===== config.mk =====
export PLATFORM = sky130hd
export DESIGN_NAME = order_manager_flat
export DESIGN_NICKNAME = d
export VERILOG_FILES = /design/src/rtl/order_manager_if.sv /design/src/rtl/order_manager.sv /design/src/flat_wrapper.sv
export SDC_FILE = /design/constraint.sdc
export NUM_CORES = 1
export LEC_CHECK = 0
export BUFFER_PORTS_ARGS = -buffer_cell sky130_fd_sc_hd__clkbuf_2
export CORE_MARGIN = 2
export CORE_UTILIZATION = 25
export CTS_BUF_LIST = sky130_fd_sc_hd__clkbuf_8
export DETAILED_ROUTE_END_ITERATION = 16
export SLEW_MARGIN = 10
export SYNTH_ARGS = -nofsm -noshare
export SYNTH_HDL_FRONTEND = slang
export SYNTH_SLANG_ARGS = --single-unit

===== constraint.sdc =====
create_clock -name clock -period 6.4 [get_ports clock]
set_input_delay 0.96 -clock clock [delete_from_list [all_inputs] [get_ports clock]]
set_output_delay 0.96 -clock clock [all_outputs]
set_load 0.02 [all_outputs]

===== src/rtl/order_manager_if.sv =====
// Status bus between the round/order game logic and its neighbours.
// deliver is a one-cycle request pulse with no back-pressure; deliver_ok is the one-cycle acceptance pulse.
interface order_manager_if;
    logic [2:0]      game_state;
    logic            deliver;
    logic [7:0]      time_left;
    logic [9:0]      point_total;
    logic [3:0]      orders;
    logic [3:0][4:0] order_times;
    logic            deliver_ok;
    logic            order_expired;
    logic            game_over;
    logic [1:0]      dbg_state;

    modport master (
        output game_state, deliver,
        input  time_left, point_total, orders, order_times,
        input  deliver_ok, order_expired, game_over, dbg_state
    );

    modport slave (
        input  game_state, deliver,
        output time_left, point_total, orders, order_times,
        output deliver_ok, order_expired, game_over, dbg_state
    );
endinterface


===== src/rtl/order_manager.sv =====
// Round timer, score keeper and four-deep FIFO of timed orders feeding the graphics stage.
// Every output is a register; dbg_state mirrors the FSM state register.
module order_manager #(
    parameter int unsigned CLK_HZ         = 65_000_000,
    parameter int unsigned GAME_SECONDS   = 120,
    parameter int unsigned ORDER_LIFE     = 20,
    parameter int unsigned SPAWN_PERIOD   = 8,
    parameter int unsigned MAX_ORDERS     = 4,
    parameter int unsigned DELIVER_POINTS = 20,
    parameter int unsigned EXPIRE_PENALTY = 10,
    parameter logic [2:0]  PLAY_STATE     = 3'd1
) (
    input  logic           clock,
    input  logic           reset,
    order_manager_if.slave bus
);
    localparam int unsigned PW = (CLK_HZ > 1) ? $clog2(CLK_HZ) : 1;
    localparam int unsigned SW = $clog2(SPAWN_PERIOD + 1);

    localparam logic [PW-1:0] PRE_LAST   = PW'(CLK_HZ - 1);
    localparam logic [SW-1:0] SPAWN_LOAD = SW'(SPAWN_PERIOD);
    localparam logic [SW-1:0] SPAWN_ONE  = SW'(1);
    localparam logic [7:0]    TIME_LOAD  = 8'(GAME_SECONDS);
    localparam logic [4:0]    LIFE_LOAD  = 5'(ORDER_LIFE);
    localparam logic [2:0]    DEPTH      = 3'(MAX_ORDERS);
    localparam logic [11:0]   REWARD     = 12'(DELIVER_POINTS);
    localparam logic [11:0]   PENALTY    = 12'(EXPIRE_PENALTY);
    localparam logic [11:0]   SCORE_MAX  = 12'd1023;

    typedef enum logic [1:0] {
        S_IDLE = 2'd0,
        S_PLAY = 2'd1,
        S_DONE = 2'd2
    } state_t;

    state_t          state_q, state_d;
    logic [PW-1:0]   pre_q, pre_d;
    logic [SW-1:0]   spawn_q, spawn_d;
    logic [7:0]      time_q, time_d;
    logic [9:0]      pts_q, pts_d;
    logic [2:0]      count_q, count_d;
    logic [3:0][4:0] slots_q, slots_d;
    logic            pending_q, pending_d;
    logic            ok_q, ok_d;
    logic            exp_q, exp_d;
    logic            over_q, over_d;

    logic            start;
    logic            sec_tick;
    logic [3:0][4:0] t_slots;
    logic [2:0]      t_count;
    logic [9:0]      t_pts;
    logic            t_expired;
    logic [11:0]     pts_wide;
    logic [11:0]     pts_sum;

    assign start = (bus.game_state == PLAY_STATE);

    always_ff @(posedge clock or negedge reset) begin
        if (!reset) begin
            state_q   <= S_IDLE;
            pre_q     <= '0;
            spawn_q   <= '0;
            time_q    <= '0;
            pts_q     <= '0;
            count_q   <= '0;
            slots_q   <= '0;
            pending_q <= 1'b0;
            ok_q      <= 1'b0;
            exp_q     <= 1'b0;
            over_q    <= 1'b0;
        end else begin
            state_q   <= state_d;
            pre_q     <= pre_d;
            spawn_q   <= spawn_d;
            time_q    <= time_d;
            pts_q     <= pts_d;
            count_q   <= count_d;
            slots_q   <= slots_d;
            pending_q <= pending_d;
            ok_q      <= ok_d;
            exp_q     <= exp_d;
            over_q    <= over_d;
        end
    end

    always_comb begin
        state_d   = state_q;
        pre_d     = pre_q;
        spawn_d   = spawn_q;
        time_d    = time_q;
        pts_d     = pts_q;
        count_d   = count_q;
        slots_d   = slots_q;
        pending_d = 1'b0;
        ok_d      = 1'b0;
        exp_d     = 1'b0;
        over_d    = 1'b0;
        sec_tick  = 1'b0;
        t_slots   = slots_q;
        t_count   = count_q;
        t_pts     = pts_q;
        t_expired = 1'b0;
        pts_wide  = {2'b00, pts_q};
        pts_sum   = pts_wide + REWARD;

        case (state_q)
            S_IDLE: begin
                pre_d   = '0;
                spawn_d = '0;
                time_d  = '0;
                pts_d   = '0;
                count_d = '0;
                slots_d = '0;
                if (start) begin
                    state_d    = S_PLAY;
                    time_d     = TIME_LOAD;
                    count_d    = 3'd1;
                    slots_d[0] = LIFE_LOAD;
                    spawn_d    = SPAWN_LOAD;
                end
            end

            S_PLAY: begin
                if (!start) begin
                    state_d = S_IDLE;
                    pre_d   = '0;
                    spawn_d = '0;
                    time_d  = '0;
                    pts_d   = '0;
                    count_d = '0;
                    slots_d = '0;
                end else begin
                    sec_tick  = (pre_q == PRE_LAST);
                    pre_d     = sec_tick ? '0 : pre_q + PW'(1);
                    pending_d = pending_q;
                    if (sec_tick) begin
                        for (int i = 0; i < 4; i++) begin
                            if (3'(i) < count_q) t_slots[i] = slots_q[i] - 5'd1;
                        end
                        // Orders share one lifetime and are FIFO, so only the head can run out.
                        if (count_q != 3'd0 && t_slots[0] == 5'd0) begin
                            t_slots   = {5'd0, t_slots[3:1]};
                            t_count   = count_q - 3'd1;
                            t_pts     = (pts_wide > PENALTY) ? pts_q - PENALTY[9:0] : 10'd0;
                            t_expired = 1'b1;
                        end
                        if (spawn_q == SPAWN_ONE) begin
                            spawn_d = SPAWN_LOAD;
                            if (t_count < DEPTH) begin
                                t_slots[t_count[1:0]] = LIFE_LOAD;
                                t_count               = t_count + 3'd1;
                            end
                        end else begin
                            spawn_d = spawn_q - SPAWN_ONE;
                        end
                        exp_d = t_expired;
                        pts_d = t_pts;
                        if (time_q == 8'd1) begin
                            state_d   = S_DONE;
                            time_d    = '0;
                            count_d   = '0;
                            slots_d   = '0;
                            over_d    = 1'b1;
                            pending_d = 1'b0;
                        end else begin
                            time_d  = time_q - 8'd1;
                            count_d = t_count;
                            slots_d = t_slots;
                            if (bus.deliver) pending_d = 1'b1;
                        end
                    end else if (pending_q) begin
                        // A pulse arriving on the service cycle is merged into the request being retired.
                        pending_d = 1'b0;
                        if (count_q != 3'd0) begin
                            slots_d = {5'd0, slots_q[3:1]};
                            count_d = count_q - 3'd1;
                            pts_d   = (pts_sum > SCORE_MAX) ? 10'd1023 : pts_sum[9:0];
                            ok_d    = 1'b1;
                        end
                    end else if (bus.deliver) begin
                        pending_d = 1'b1;
                    end
                end
            end

            S_DONE: begin
                pre_d   = '0;
                spawn_d = '0;
                time_d  = '0;
                count_d = '0;
                slots_d = '0;
                if (start) begin
                    over_d = 1'b1;
                end else begin
                    state_d = S_IDLE;
                    pts_d   = '0;
                end
            end

            default: begin
                state_d = S_IDLE;
                pre_d   = '0;
                spawn_d = '0;
                time_d  = '0;
                pts_d   = '0;
                count_d = '0;
                slots_d = '0;
            end
        endcase
    end

    assign bus.time_left     = time_q;
    assign bus.point_total   = pts_q;
    assign bus.orders        = {1'b0, count_q};
    assign bus.order_times   = slots_q;
    assign bus.deliver_ok    = ok_q;
    assign bus.order_expired = exp_q;
    assign bus.game_over     = over_q;
    assign bus.dbg_state     = state_q;

endmodule


===== src/flat_wrapper.sv =====
// flat-port wrapper written by rule: the top's interface ports become plain ports
module order_manager_flat 
#(
    parameter int unsigned CLK_HZ         = 65_000_000,
    parameter int unsigned GAME_SECONDS   = 120,
    parameter int unsigned ORDER_LIFE     = 20,
    parameter int unsigned SPAWN_PERIOD   = 8,
    parameter int unsigned MAX_ORDERS     = 4,
    parameter int unsigned DELIVER_POINTS = 20,
    parameter int unsigned EXPIRE_PENALTY = 10,
    parameter logic [2:0]  PLAY_STATE     = 3'd1
)
  (clock, reset, bus_game_state, bus_deliver, bus_time_left, bus_point_total, bus_orders, bus_order_times, bus_deliver_ok, bus_order_expired, bus_game_over, bus_dbg_state);
  order_manager_if bus_i ();
  input  logic clock;
  input  logic reset;
  input wire logic [$bits(bus_i.game_state)-1:0] bus_game_state;
  input wire logic [$bits(bus_i.deliver)-1:0] bus_deliver;
  output wire logic [$bits(bus_i.time_left)-1:0] bus_time_left;
  output wire logic [$bits(bus_i.point_total)-1:0] bus_point_total;
  output wire logic [$bits(bus_i.orders)-1:0] bus_orders;
  output wire logic [$bits(bus_i.order_times)-1:0] bus_order_times;
  output wire logic [$bits(bus_i.deliver_ok)-1:0] bus_deliver_ok;
  output wire logic [$bits(bus_i.order_expired)-1:0] bus_order_expired;
  output wire logic [$bits(bus_i.game_over)-1:0] bus_game_over;
  output wire logic [$bits(bus_i.dbg_state)-1:0] bus_dbg_state;
  assign bus_i.game_state = bus_game_state;
  assign bus_i.deliver = bus_deliver;
  assign bus_time_left = bus_i.time_left;
  assign bus_point_total = bus_i.point_total;
  assign bus_orders = bus_i.orders;
  assign bus_order_times = bus_i.order_times;
  assign bus_deliver_ok = bus_i.deliver_ok;
  assign bus_order_expired = bus_i.order_expired;
  assign bus_game_over = bus_i.game_over;
  assign bus_dbg_state = bus_i.dbg_state;
  order_manager #(.CLK_HZ(CLK_HZ), .GAME_SECONDS(GAME_SECONDS), .ORDER_LIFE(ORDER_LIFE), .SPAWN_PERIOD(SPAWN_PERIOD), .MAX_ORDERS(MAX_ORDERS), .DELIVER_POINTS(DELIVER_POINTS), .EXPIRE_PENALTY(EXPIRE_PENALTY), .PLAY_STATE(PLAY_STATE)) u_core (.clock(clock), .reset(reset), .bus(bus_i));
endmodule

# --- After elaboration in Yosys (flattened, before gate mapping) ---
# Cells that the tools add are included.
totals:
  output_inout_bits: 47
  word_cells: 143
  ff_bits: 77
  inputBits: 6
classes:
  n_reduce_logical: 8
  eq_ne: 14
  add_sub_neg: 11
  mux: 84
  bitwise_logic: 3
  order_cmp: 9
ops:
  columns: ["cell", "n"]
  rows:
  - ["20-bit two-way mux", 11]
  - ["10-bit two-way mux", 8]
  - ["26-bit two-way mux", 3]
  - ["5-bit two-way mux", 9]
  - ["20-bit one-hot mux with 2 select lines", 1]
  - ["3-bit two-way mux", 11]
  - ["26-bit by 1-bit adder with 26-bit output, second input constant", 1]
  - ["26-bit == test, second input constant", 1]
  - ["8-bit two-way mux", 3]
  - ["1-bit two-way mux", 21]
  - ["10-bit one-hot mux with 2 select lines", 1]
  - ["5-bit by 1-bit subtractor with 5-bit output, second input constant", 4]
  - ["4-bit two-way mux", 4]
  - ["8-bit one-hot mux with 2 select lines", 1]
  - ["12-bit AND", 1]
  - ["12-bit by 10-bit greater-than comparator with 1-bit output, second input constant", 1]
  - ["12-bit inverter", 1]
  - ["10-bit by 5-bit adder with 11-bit output, second input constant", 1]
  - ["5-bit demux with 2-bit select", 1]
  - ["10-bit by 4-bit greater-than comparator with 1-bit output, second input constant", 1]
  - ["2-bit two-way mux", 5]
  - ["10-bit by 4-bit subtractor with 10-bit output, second input constant", 1]
  - ["8-bit by 1-bit == test with 1-bit output, second input constant", 1]
  - ["4-bit != test, second input constant", 2]
  - ["other kinds (30)", 35]

# --- Longest topological paths before layout ---
# Gate-level depths: netlist (run 1).
logic_depth:
  ltp_word: 23
  ltp_mapped: 15
  mapped_depth_nobuf: 13

# --- Least setup slack after synthesis (run 1) ---
# Ideal clock, no wire load.
synth_path:
  path_kind: "reg2reg"
  from: "register u_core.count_q[1]"
  to: "register u_core.slots_q (netlist bit u_core.bus.order_times[16])"
  path_buffers: 2
  synth_period_minus_slack_ns: 2.877
  setup_time_ns: 0.127
  path_stages_with_launch: 13
  setup_slack_ns: 3.523
  t_required_ns: 6.273
  arrival_time_ns: 2.751
  cell_sequence: "dfrtp_1 -> buf_2 -> or3_1 -> or3_1 -> a32oi_2 -> o21a_1 -> buf_2 -> xnor2_1 -> ha_1 -> a21oi_1 -> a31o_2 -> nand2_1 -> o21ai_0"
synth_via:
  elab_chain_len: 23
  elab_cells_between_ends: 35
  classes_between: "1 x add/sub; 5 x order compare; 1 x eq/ne; 21 x mux; 2 x bitwise; 5 x reduce/logical"
synth_rtl:
  columns: ["item", "line", "rtl"]
  rows:
  - ["from (decl)", "order_manager.sv:41", "logic [2:0] count_q, count_d;"]
  - ["from (signal assigned)", "order_manager.sv:78", "count_q <= count_d;"]
  - ["1-bit by 3-bit < comparator with 1-bit output", "order_manager.sv:139", "if (3'(i) < count_q) t_slots[i] = slots_q[i] - 5'd1;"]
  - ["5-bit two-way mux", "order_manager.sv:139", null]
  - ["5-bit two-way mux", "order_manager.sv:137", "if (sec_tick) begin"]
  - ["5-bit two-way mux", "order_manager.sv:125", "if (!start) begin"]
  - ["5-bit two-way mux", "order_manager.sv:107", "case (state_q)"]
  - ["5-bit zero test", "order_manager.sv:142", "if (count_q != 3'd0 && t_slots[0] == 5'd0) begin"]
  - ["1-bit logical AND", "order_manager.sv:142", null]
  - ["3-bit two-way mux", "order_manager.sv:142", null]
  - ["[... 7 more ...]", null, null]
  - ["12-bit inverter (no source line)", null, null]
  - ["12-bit AND (no source line)", null, null]
  - ["20-bit two-way mux", "order_manager.sv:150", "if (t_count < DEPTH) begin"]
  - ["20-bit two-way mux", "order_manager.sv:148", "if (spawn_q == SPAWN_ONE) begin"]
  - ["20-bit two-way mux", "order_manager.sv:159", "if (time_q == 8'd1) begin"]
  - ["20-bit two-way mux", "order_manager.sv:137", null]
  - ["20-bit two-way mux", "order_manager.sv:125", null]
  - ["20-bit one-hot mux with 2 select lines", "order_manager.sv:107", null]
  - ["to (signal assigned)", "order_manager.sv:79", "slots_q <= slots_d;"]
  - ["to (decl)", "order_manager.sv:42", "logic [3:0][4:0] slots_q, slots_d;"]
# Several ways; a longest one is shown, not always the timed one. The select of a mux whose other input is x is not followed.
# A chain may end at the register's enable or synchronous reset.

# --- Final worst setup path (run 1) ---
layout_path:
  from: "register u_core.pre_q[11]"
  to: "register u_core.pts_q[2] (netlist: u_core.bus.point_total[2])"
layout_via:
  elab_chain_len: 4
  elab_cells_between_ends: 8
  classes_between: "4 x eq/ne; 3 x mux; 1 x reduce/logical"
layout_rtl:
  columns: ["item", "line", "rtl"]
  rows:
  - ["from (decl)", "order_manager.sv:37", "logic [PW-1:0] pre_q, pre_d;"]
  - ["from (signal assigned)", "order_manager.sv:74", "pre_q <= pre_d;"]
  - ["26-bit == test (*)", "order_manager.sv:134", "sec_tick = (pre_q == PRE_LAST);"]
  - ["10-bit two-way mux", "order_manager.sv:137", null]
  - ["10-bit two-way mux", "order_manager.sv:125", null]
  - ["10-bit one-hot mux with 2 select lines", "order_manager.sv:107", null]
  - ["to (signal assigned)", "order_manager.sv:77", "pts_q <= pts_d;"]
  - ["to (decl)", "order_manager.sv:40", "logic [9:0] pts_q, pts_d;"]
# Every way passes the cells marked *; elsewhere a longest branch is shown, timed or not.

==> results of run 1 <==
registers in the layout, summed over array words and instances, names as in the netlist:
register                  flops
u_core.bus.dbg_state          2
u_core.bus.deliver_ok         1
u_core.bus.game_over          1
u_core.bus.order_expired      1
u_core.bus.order_times       20
u_core.bus.point_total       10
u_core.bus.time_left          8
u_core.count_q                3
u_core.pending_q              1
u_core.pre_q                 26
u_core.spawn_q                4
logic make-up after synthesis:
logic type,Yosys count,synth area share [%]
flops,77,37.4
fa+ha+maj,22,5.35
mux,15,2.94
compound gates,161,20.2
buf+inv,54,4.40
xor+xnor,40,6.81
other cells,1,0.0729
simple gates,239,22.8
through the flow:
step / worst slack (ns) / hold WS (ns)
final: 2.88 / 0.520
after global routing: 2.69 / 0.542
after CTS: 2.87 / 0.523
after detailed placement: 2.68 / 0.511
after global placement: 2.77 / 0.507
after floorplan: 3.52 / 0.475
placed cells by master (no fill, tap or decap), drive strengths merged, types with 8 or more instances in the layout:
cell    synthesis  routed
dfrtp          77      77
nor2           68      68
clkbuf         14      61
nand2          58      58
o21ai          50      50
a21oi          47      47
inv            29      31
nand3          26      26
xor2           22      22
ha             22      22
nor3           20      20
xnor2          18      18
mux2i          14      14
o22ai          12      12
or3            10      10
and3           10      10
nand4           8       8
a31oi           8       8
nor4            8       8
power by group:
group	internal, mW	leakage [nW]	switching [mW]	total (mW)
clock	0.199	0.112	0.190	0.388
combinational	0.0753	1.32	0.142	0.217
sequential	0.500	1.07	0.0247	0.524
total	0.774	2.51	0.356	1.13
synthesized netlist by cell type (3+ instances only):
cell | number | area [µm²]
ha_1 | 22 | 275
a22o_1 | 4 | 35.0
a21oi_2 | 6 | 52.6
nor2b_1 | 4 | 25.0
nand4_1 | 8 | 50.1
o22ai_1 | 12 | 75.1
o211ai_1 | 3 | 22.5
nand3_1 | 26 | 130
a21oi_1 | 41 | 205
dfrtp_1 | 77 | 1930
mux2i_1 | 14 | 140
a31oi_1 | 8 | 50.1
and3_1 | 10 | 62.6
clkbuf_1 | 14 | 52.6
nor3b_1 | 3 | 22.5
o21a_1 | 4 | 30.0
xnor2_1 | 18 | 158
nor2_1 | 67 | 251
o2bb2ai_1 | 4 | 35.0
buf_2 | 7 | 35.0
inv_1 | 29 | 109
xor2_1 | 22 | 193
nand2_1 | 58 | 218
a31o_2 | 5 | 43.8
nor3_1 | 20 | 100
nor4_1 | 7 | 43.8
a21o_1 | 4 | 30.0
or3_1 | 10 | 62.6
o31ai_1 | 5 | 37.5
o21ai_0 | 47 | 235
and2_1 | 6 | 37.5
nor4b_1 | 3 | 26.3
nand2b_1 | 5 | 31.3
per-layer routing:
metal / up-vias / routed length, µm / part of all wire [%] / track usage (%)
met5: - / 0 / 0 / 0
met4: 0 / 175 / 1.3 / 3.75
met3: 20 / 884 / 6.3 / 3.36
met2: 155 / 6360 / 46 / 20.4
met1: 2201 / 6500 / 47 / 17.6
li1: 2249 / - / - / -
final timing paths:
path,end,from,slack [ns]
min in group asynchronous,u_core.bus.deliver_ok$_DFF_PN0_,reset,0.75
max in group asynchronous,u_core.pending_q$_DFFE_PN0P_,reset,4.97
min,u_core.pre_q[0]$_DFF_PN0_,u_core.pre_q[0]$_DFF_PN0_,0.52
min reg2reg,u_core.pre_q[0]$_DFF_PN0_,u_core.pre_q[0]$_DFF_PN0_,0.52
max,u_core.bus.point_total[2]$_DFFE_PN0P_,u_core.pre_q[11]$_DFF_PN0_,2.88
max reg2reg,u_core.bus.point_total[2]$_DFFE_PN0P_,u_core.pre_q[11]$_DFF_PN0_,2.88
area by class of cell:
class	count	area, µm²
well taps	270	338
clock inverters	5	51.3
inverters	30	113
flip-flops and latches	77	1930
multi-input cells	478	3000
clock buffers	11	151
fillers	2187	14400
repair buffers	53	273
==> results by group, run 1 <==
Outcome
  – Status: complete, no violations

Place
  – Port bufs: 51
  – GP Congestion: 0.822
  – Dpl cell area: 5650 µm²
  – Dpl cells: 908
  – Detailed Place HPWL: 9730 µm

Finish
  – Syn-to-layout area delta: 13.8%
  – Share of cells above drive strength 1: 14.1%
  – Non-Filler Instances: 924
  – Final Instance Area: 5850 µm²
  – Final design utilization: 28.9%
  – Ant diodes: 0
  – Nets: 677

Clocking
  – Post-CTS Setup Bufs: 0
  – CTS root buffer: clkbuf_8
  – CTS Buf Count: 9
  – Clk slew on worst S/H paths: 0.08 ns
  – Clock buffer depth: 2
  – Resized cells post-CTS: 0
  – TritonCTS Sinks: 77
  – CTS tree: yes
  – Hold_buf cts: 0
  – Clk_lat worst skew: 0.37 ns
  – Max H-tree Level: 3

Min path
  – Min-Delay Path Depth: 1
  – Hold crit path type: register to register

Critical path
  – Critical path's slowest cell: a311oi_4
  – CP Capture Type: register
  – Buf/Inv on CP: 0
  – Critical path depth: 6
  – Critical Path RT: 6.66 ns
  – Cells along the critical path: or4b_4 > nor4_4 > a31o_4 > nor2_2 > a311oi_4 > mux2_2
  – Worst Path Arrival: 3.78 ns
  – Startpoint Class: register
  – Critical setup path kind: register to register
  – Critical path fanouts, max: 50
  – R2r worst-path depth: 6
  – CP delay by family, top: compound AO/OA/AOI/OAI gates
  – CP peak stage delay: 0.82 ns

Power and ir drop
  – Peak supply drop: 0.0842 mV
  – Leakage power: 2.51 nW
  – Pwr Total: 1.13 mW
  – P per Cell Area: 193 nW/µm²

Timing
  – Unrepaired setup endpoints after global routing: false
  – Count of final setup violators: 0
  – Worst Tran Pin Value: 1.04 ns
  – Min Clock Period, post-route: 3.52 ns
  – Part of the cycle the worst path needs: 55.0%
  – Clock Skews: 0.0129 ns
  – Setup_tns: 0 ns
  – Max-slew violation count: 0
  – Fmax achieved: 0.284 GHz
  – Max-slew headroom: 30.6%
  – Final Hold Viols: 0

Synthesis
  – Netlist cell types: 61
  – Ys flop type: dfrtp_1
  – #FFs+latches synth: 77
  – EDFF count, synth: 0
  – Synth Net Count: 637
  – Syn Std Cell Area: 5150 µm²
  – Mapped Cells: 609
  – Sequential fraction of the synthesis area: 37.4%
  – Yosys warnings: 0
  – Synth Area per Inst: 8.45 µm²
  – Synth async-reset ratio: 100%

Floorplan
  – # IOs: 53
  – Core area: 20200 µm²
  – Row count: 52
  – Initial Util: 25.4%
  – Chip Height: 147 µm
  – Die area: 21700 µm²
  – DIE WIDTH: 147 µm

Global route
  – Number of global-route vias before repair: 4357
  – Remaining Overflow, GRT: 0
  – Total track usage: 12.9%
  – Antenna violations before repair: 0
  – Largest net degree at the start of global routing: 78
  – First-pass GRT wire length: 22800 µm

Drt
  – First-pass iteration count of the detailed router: 5
  – DRC: 0
  – Per-cell routed wire length: 15.1 µm
  – Via Count: 4625
  – DR vias/cell: 5.01
  – 1st-iter DRT viols: 345
  – Final wirelength: 13900 µm
  – Post-route ant nets: 0

Run
  – Maxcap violations: 0
Power figures use the tool's default switching activity.
==> run 2: changes to the inputs <==
clock period = 3.5 ns   (was 6.4 ns; I/O delays follow)
==> run 2 against run 1 <==
Effect of this change: clock power rose by 62%; count of clock-buffer cells in the layout shrank 2; utilization is 0.41 points higher; register-to-register slack got worse by 2.4 ns; final cell count increased by 1.6%; critical path type unchanged; critical endpoint is now u_core.bus.order_times[1]$_DFFE_PN0P_; highest routed layer unchanged.
==> results by group, run 2 (synthesized netlist as in run 1, its figures left out) <==
Floorplan
  – Initial Util: 25.4%
  – Core area: 20200 µm²
  – Row count: 52
  – # IOs: 53
  – Die area: 21700 µm²
  – DIE WIDTH: 147 µm
  – Chip Height: 147 µm

Critical path
  – CP Capture Type: register
  – Reg-to-Reg End: u_core.bus.order_times[1]$_DFFE_PN0P_
  – Critical setup path kind: register to register
  – R2R setup slack: 0.48 ns
  – Critical path depth: 10
  – Most frequent CP cell: or3_1
  – Critical Path Start: u_core.count_q[0]$_DFFE_PN0P_
  – R2r worst-path depth: 10
  – Critical path's slowest cell: dfrtp_1
  – Startpoint Class: register
  – Worst r2r src: u_core.count_q[0]$_DFFE_PN0P_
  – Buf/Inv on CP: 1
  – CP peak stage delay: 0.52 ns
  – Worst Setup EP: u_core.bus.order_times[1]$_DFFE_PN0P_
  – Worst Path Arrival: 3.33 ns
  – Critical Path RT: 3.81 ns
  – CP delay by family, top: compound AO/OA/AOI/OAI gates
  – Critical path fanouts, max: 13
  – Cells along the critical path: or3_1 > or3_1 > a32oi_2 > o21ai_2 > nor2_1 > a21o_1 > inv_1 > ha_1 > a31oi_1 > a22o_1

Timing
  – Worst Tran Pin Value: 1.03 ns
  – Unrepaired setup endpoints after global routing: false
  – Part of the cycle the worst path needs: 86.3%
  – Count of final setup violators: 0
  – Clock Skews: 0.00786 ns
  – Max-slew headroom: 31.4%
  – Setup_tns: 0 ns
  – Fmax achieved: 0.331 GHz
  – Final Hold Viols: 0
  – Max-slew violation count: 0
  – Min Clock Period, post-route: 3.02 ns

Clocking
  – CTS root buffer: clkbuf_8
  – Clk slew on worst S/H paths: 0.09 ns
  – CTS tree: yes
  – Post-CTS Setup Bufs: 0
  – TritonCTS Sinks: 77
  – Resized cells post-CTS: 0
  – CTS Buf Count: 9
  – Max H-tree Level: 3
  – Clk_lat worst skew: 0.37 ns
  – Clock buffer depth: 2
  – Hold_buf cts: 0

Finish
  – FILL cells: 2189
  – Ant diodes: 0
  – Largest reg by FF count: u_core.pre_q
  – Sequential Area: 1930 µm²
  – Syn-to-layout area delta: 15.4%
  – Share of cells above drive strength 1: 16.3%
  – Footprint of the multi-input gates: 3000 µm²
  – Non-Filler Instances: 939
  – Commonest non-fill, non-tap cell in the layout: dfrtp_1
  – Max FFs per register: 26
  – Most frequent cells in the layout: 77 x dfrtp_1, 67 x nor2_1, 58 x nand2_1
  – Final Instance Area: 5940 µm²
  – Nets: 692

Place
  – Detailed Place HPWL: 9960 µm
  – GP Congestion: 0.803
  – Dpl cells: 923
  – Port bufs: 51
  – Dpl cell area: 5760 µm²

Global route
  – Antenna violations before repair: 0
  – Largest net degree at the start of global routing: 78
  – First-pass GRT wire length: 22900 µm
  – Total track usage: 13.0%
  – Number of global-route vias before repair: 4394
  – Remaining Overflow, GRT: 0

Drt
  – Final wirelength: 13800 µm
  – 1st-iter DRT viols: 308
  – Per-cell routed wire length: 14.7 µm
  – Post-route ant nets: 0
  – First-pass iteration count of the detailed router: 7
  – DRC: 0
  – DR vias/cell: 4.87
  – Via Count: 4569

Min path
  – Hold crit path type: primary input to asynchronous set/reset pin

Run
  – Maxcap violations: 0

Power and ir drop
  – P per Cell Area: 336 nW/µm²
  – Peak supply drop: 0.153 mV
  – Leakage power: 2.55 nW

Outcome
  – Status: complete, no violations
run 2: cell count changes in the layout (fill, tap and decap cells not counted), sizes merged:
cell,delta
clkbuf,-2
clkinvlp,+3
clkinv,+1
inv,-1
bufinv,-1
buf,+15
run 2: worst reg2reg max path, cell delays in order (launching register included):
cell     delay, ns
dfrtp_1       0.52
or3_1         0.49
or3_1         0.35
a32oi_2       0.29
o21ai_2       0.24
nor2_1        0.16
a21o_1        0.14
inv_1         0.08
ha_1          0.23
a31oi_1       0.29
a22o_1        0.19
run 2: power by group:
part	switching [mW]	internal [mW]
clock	0.371	0.258
combinational	0.261	0.147
sequential	0.0436	0.914
total	0.676	1.32
run 2: metal layers:
metal / global-route usage, % / wire (µm)
met3: 2.87 / 515
met2: 20.5 / 6270
met4: 3.08 / 178
met1: 18.1 / 6830
met5: 0 / 0
run 2: layout make-up:
cell class | count | area share [%]
Timing Repair Buffer | 68 | 6.49
Clock buffer | 9 | 2.09
Inverter | 30 | 1.90
Sequential cell | 77 | 32.4
Multi-Input combinational cell | 478 | 50.5
Tap cell | 270 | 5.69
Clock inverter | 7 | 0.843
run 2: how the worst min path moves through the flow:
stage	from	to	slack (ns)	depth (start not counted)
finish	reset	u_core.bus.deliver_ok$_DFF_PN0_	0.32	1
global route	reset	u_core.bus.order_times[6]$_DFFE_PN0P_	0.40	1
CTS	reset	u_core.bus.order_times[5]$_DFFE_PN0P_	0.37	1
detailed placement	u_core.pre_q[0]$_DFF_PN0_	u_core.pre_q[0]$_DFF_PN0_	0.51	1
global placement	u_core.bus.time_left[7]$_DFFE_PN0N_	u_core.bus.time_left[7]$_DFFE_PN0N_	0.51	1
floorplan	reset	u_core.bus.dbg_state[0]$_DFFE_PN0P_	0.23	0
run 2: through the flow:
step                      hold slack (ns)  power, mW  worst slack, ns  util (%)
after floorplan                     0.229       1.26            0.623         -
after global placement              0.506       1.38            0.593      28.5
after detailed placement            0.513       1.39            0.510      28.5
after CTS                           0.370       2.02            0.470      29.3
after global routing                0.400       2.11            0.219      29.3
final                               0.324       1.99            0.478      29.3
==> run 3: changes to the inputs <==
CELL_PAD_IN_SITES_DETAIL_PLACEMENT = 0   (was default)
CELL_PAD_IN_SITES_GLOBAL_PLACEMENT = 2   (was default)
PLACE_DENSITY_LB_ADDON = 0.1   (was default)
==> run 3 against run 2 <==
Effect of this change: sequential power is essentially flat; final cell count up 0.21%; combinational power grew 8.3%; highest routed layer unchanged; cell area up 0.27%; non-clock buffer count rose by 2; routed wire length up 22%; worst setup slack got worse by 0.28 ns.
==> results by group, run 3 (synthesized netlist as in run 1, its figures left out) <==
Outcome
  – Status: complete, no violations

Clocking
  – Clk slew on worst S/H paths: 0.09 ns
  – Hold_buf cts: 0
  – CTS tree: yes
  – TritonCTS Sinks: 77
  – Clock buffer depth: 2
  – Post-CTS Setup Bufs: 0
  – Resized cells post-CTS: 0
  – CTS root buffer: clkbuf_8
  – Max H-tree Level: 3
  – Clk_lat worst skew: 0.38 ns
  – CTS Buf Count: 9

Critical path
  – Critical path fanouts, max: 12
  – Worst r2r src: u_core.count_q[1]$_DFFE_PN0P_
  – Buf/Inv on CP: 0
  – CP delay by family, top: compound AO/OA/AOI/OAI gates
  – Critical path's slowest cell: xnor2_1
  – Critical Path Start: u_core.count_q[1]$_DFFE_PN0P_
  – Most frequent CP cell: or3_1
  – Worst Path Arrival: 3.58 ns
  – Critical setup path kind: register to register
  – Critical Path RT: 3.77 ns
  – Cells along the critical path: or3_1 > or3_1 > a32oi_2 > o211ai_1 > xnor2_1 > a31oi_1 > a22o_1
  – CP Capture Type: register
  – Startpoint Class: register
  – CP peak stage delay: 0.87 ns

Min path
  – Hold crit path type: primary input to asynchronous set/reset pin

Timing
  – Max-slew headroom: 28.4%
  – Worst Tran Pin Value: 1.07 ns
  – Max-slew violation count: 0
  – Unrepaired setup endpoints after global routing: false
  – Part of the cycle the worst path needs: 94.4%
  – Final Hold Viols: 0
  – Min Clock Period, post-route: 3.30 ns
  – Count of final setup violators: 0
  – Fmax achieved: 0.303 GHz
  – Setup_tns: 0 ns
  – Clock Skews: 0.0107 ns

Drt
  – Per-cell routed wire length: 17.9 µm
  – Final wirelength: 16800 µm
  – Via Count: 4693
  – DR vias/cell: 4.99
  – 1st-iter DRT viols: 218
  – Post-route ant nets: 0
  – DRC: 0
  – First-pass iteration count of the detailed router: 5

Finish
  – FILL cells: 2191
  – Syn-to-layout area delta: 15.7%
  – Share of cells above drive strength 1: 16.4%
  – Most frequent cells in the layout: 77 x dfrtp_1, 67 x nor2_1, 58 x nand2_1
  – Final design utilization: 29.4%
  – Final Instance Area: 5950 µm²
  – Max FFs per register: 26
  – Nets: 694
  – Commonest non-fill, non-tap cell in the layout: dfrtp_1
  – Ant diodes: 0
  – Largest reg by FF count: u_core.pre_q

Floorplan
  – # IOs: 53
  – Core area: 20200 µm²
  – Row count: 52
  – Initial Util: 25.4%
  – DIE WIDTH: 147 µm
  – Die area: 21700 µm²
  – Chip Height: 147 µm

Place
  – GP Congestion: 0.753
  – Port bufs: 51
  – Dpl cell area: 5780 µm²
  – Detailed Place HPWL: 12200 µm

Power and ir drop
  – Int Pwr: 1.33 mW
  – Peak supply drop: 0.141 mV
  – P per Cell Area: 345 nW/µm²
  – Comb pwr share: 21.5%
  – Net Sw Frac: 35.2%
  – Flop pwr share: 46.5%
  – Pwr Total: 2.05 mW
  – Leakage power: 2.57 nW
  – Switching pwr: 0.723 mW
  – Part of the power in the clock network: 32.0%

Global route
  – Remaining Overflow, GRT: 0
  – Number of global-route vias before repair: 4882
  – Largest net degree at the start of global routing: 50
  – Total track usage: 16.1%
  – Antenna violations before repair: 0
  – First-pass GRT wire length: 27300 µm

Run
  – Maxcap violations: 0
-- run 3: final timing paths --
path,endpoint,slack [ns],cells after the start
hold / removal,u_core.bus.deliver_ok$_DFF_PN0_,0.16,1
setup / recovery,u_core.bus.order_times[1]$_DFFE_PN0P_,0.20,7
hold reg to reg,u_core.pre_q[0]$_DFF_PN0_,0.54,1
setup reg to reg,u_core.bus.order_times[1]$_DFFE_PN0P_,0.20,7
max in group asynchronous,u_core.bus.point_total[6]$_DFFE_PN0P_,2.58,2
min in group clock,u_core.pending_q$_DFFE_PN0P_,0.45,3
-- run 3: power by group through the flow --
stage,sequential (mW),combinational [mW],clock (mW)
final,0.955,0.442,0.657
after global routing,0.963,0.496,0.730
after CTS,0.956,0.449,0.696
after detailed placement,0.974,0.446,0
after global placement,0.974,0.450,0
after floorplan,0.987,0.270,0
-- run 3: layout make-up --
class,instances,area [µm²],share of cell area [%]
multi-input combinational,478,3000,50.4
clock inverter,7,51.3,0.862
clock buffer,9,124,2.08
sequential,77,1930,32.4
inverter,30,113,1.89
tap,270,338,5.67
timing repair buffer,70,400,6.72
-- run 3: layer usage --
layer  global-route usage (%)  vias to the layer above  share of wire [%]
li1                         -                     2293                  -
met1                     20.5                     2274                 45
met2                     27.3                      106                 49
met3                     2.78                       20                3.8
met4                     6.20                        0                1.9
met5                        0                        -                  0
-- run 3: through the flow --
step                      hold slack, ns  instances  worst slack (ns)
after global routing               0.201        941            0.0142
after global placement             0.515        925             0.288
after floorplan                    0.229        609             0.623
final                              0.160        941             0.197
after detailed placement           0.515        925             0.204
after CTS                          0.173        941             0.200
-- run 3: worst register-to-register path, cell delays in order, from the launching register on --
cell,delay (ns)
dfrtp_1,0.50
or3_1,0.44
or3_1,0.35
a32oi_2,0.27
o211ai_1,0.21
xnor2_1,0.87
a31oi_1,0.29
a22o_1,0.27
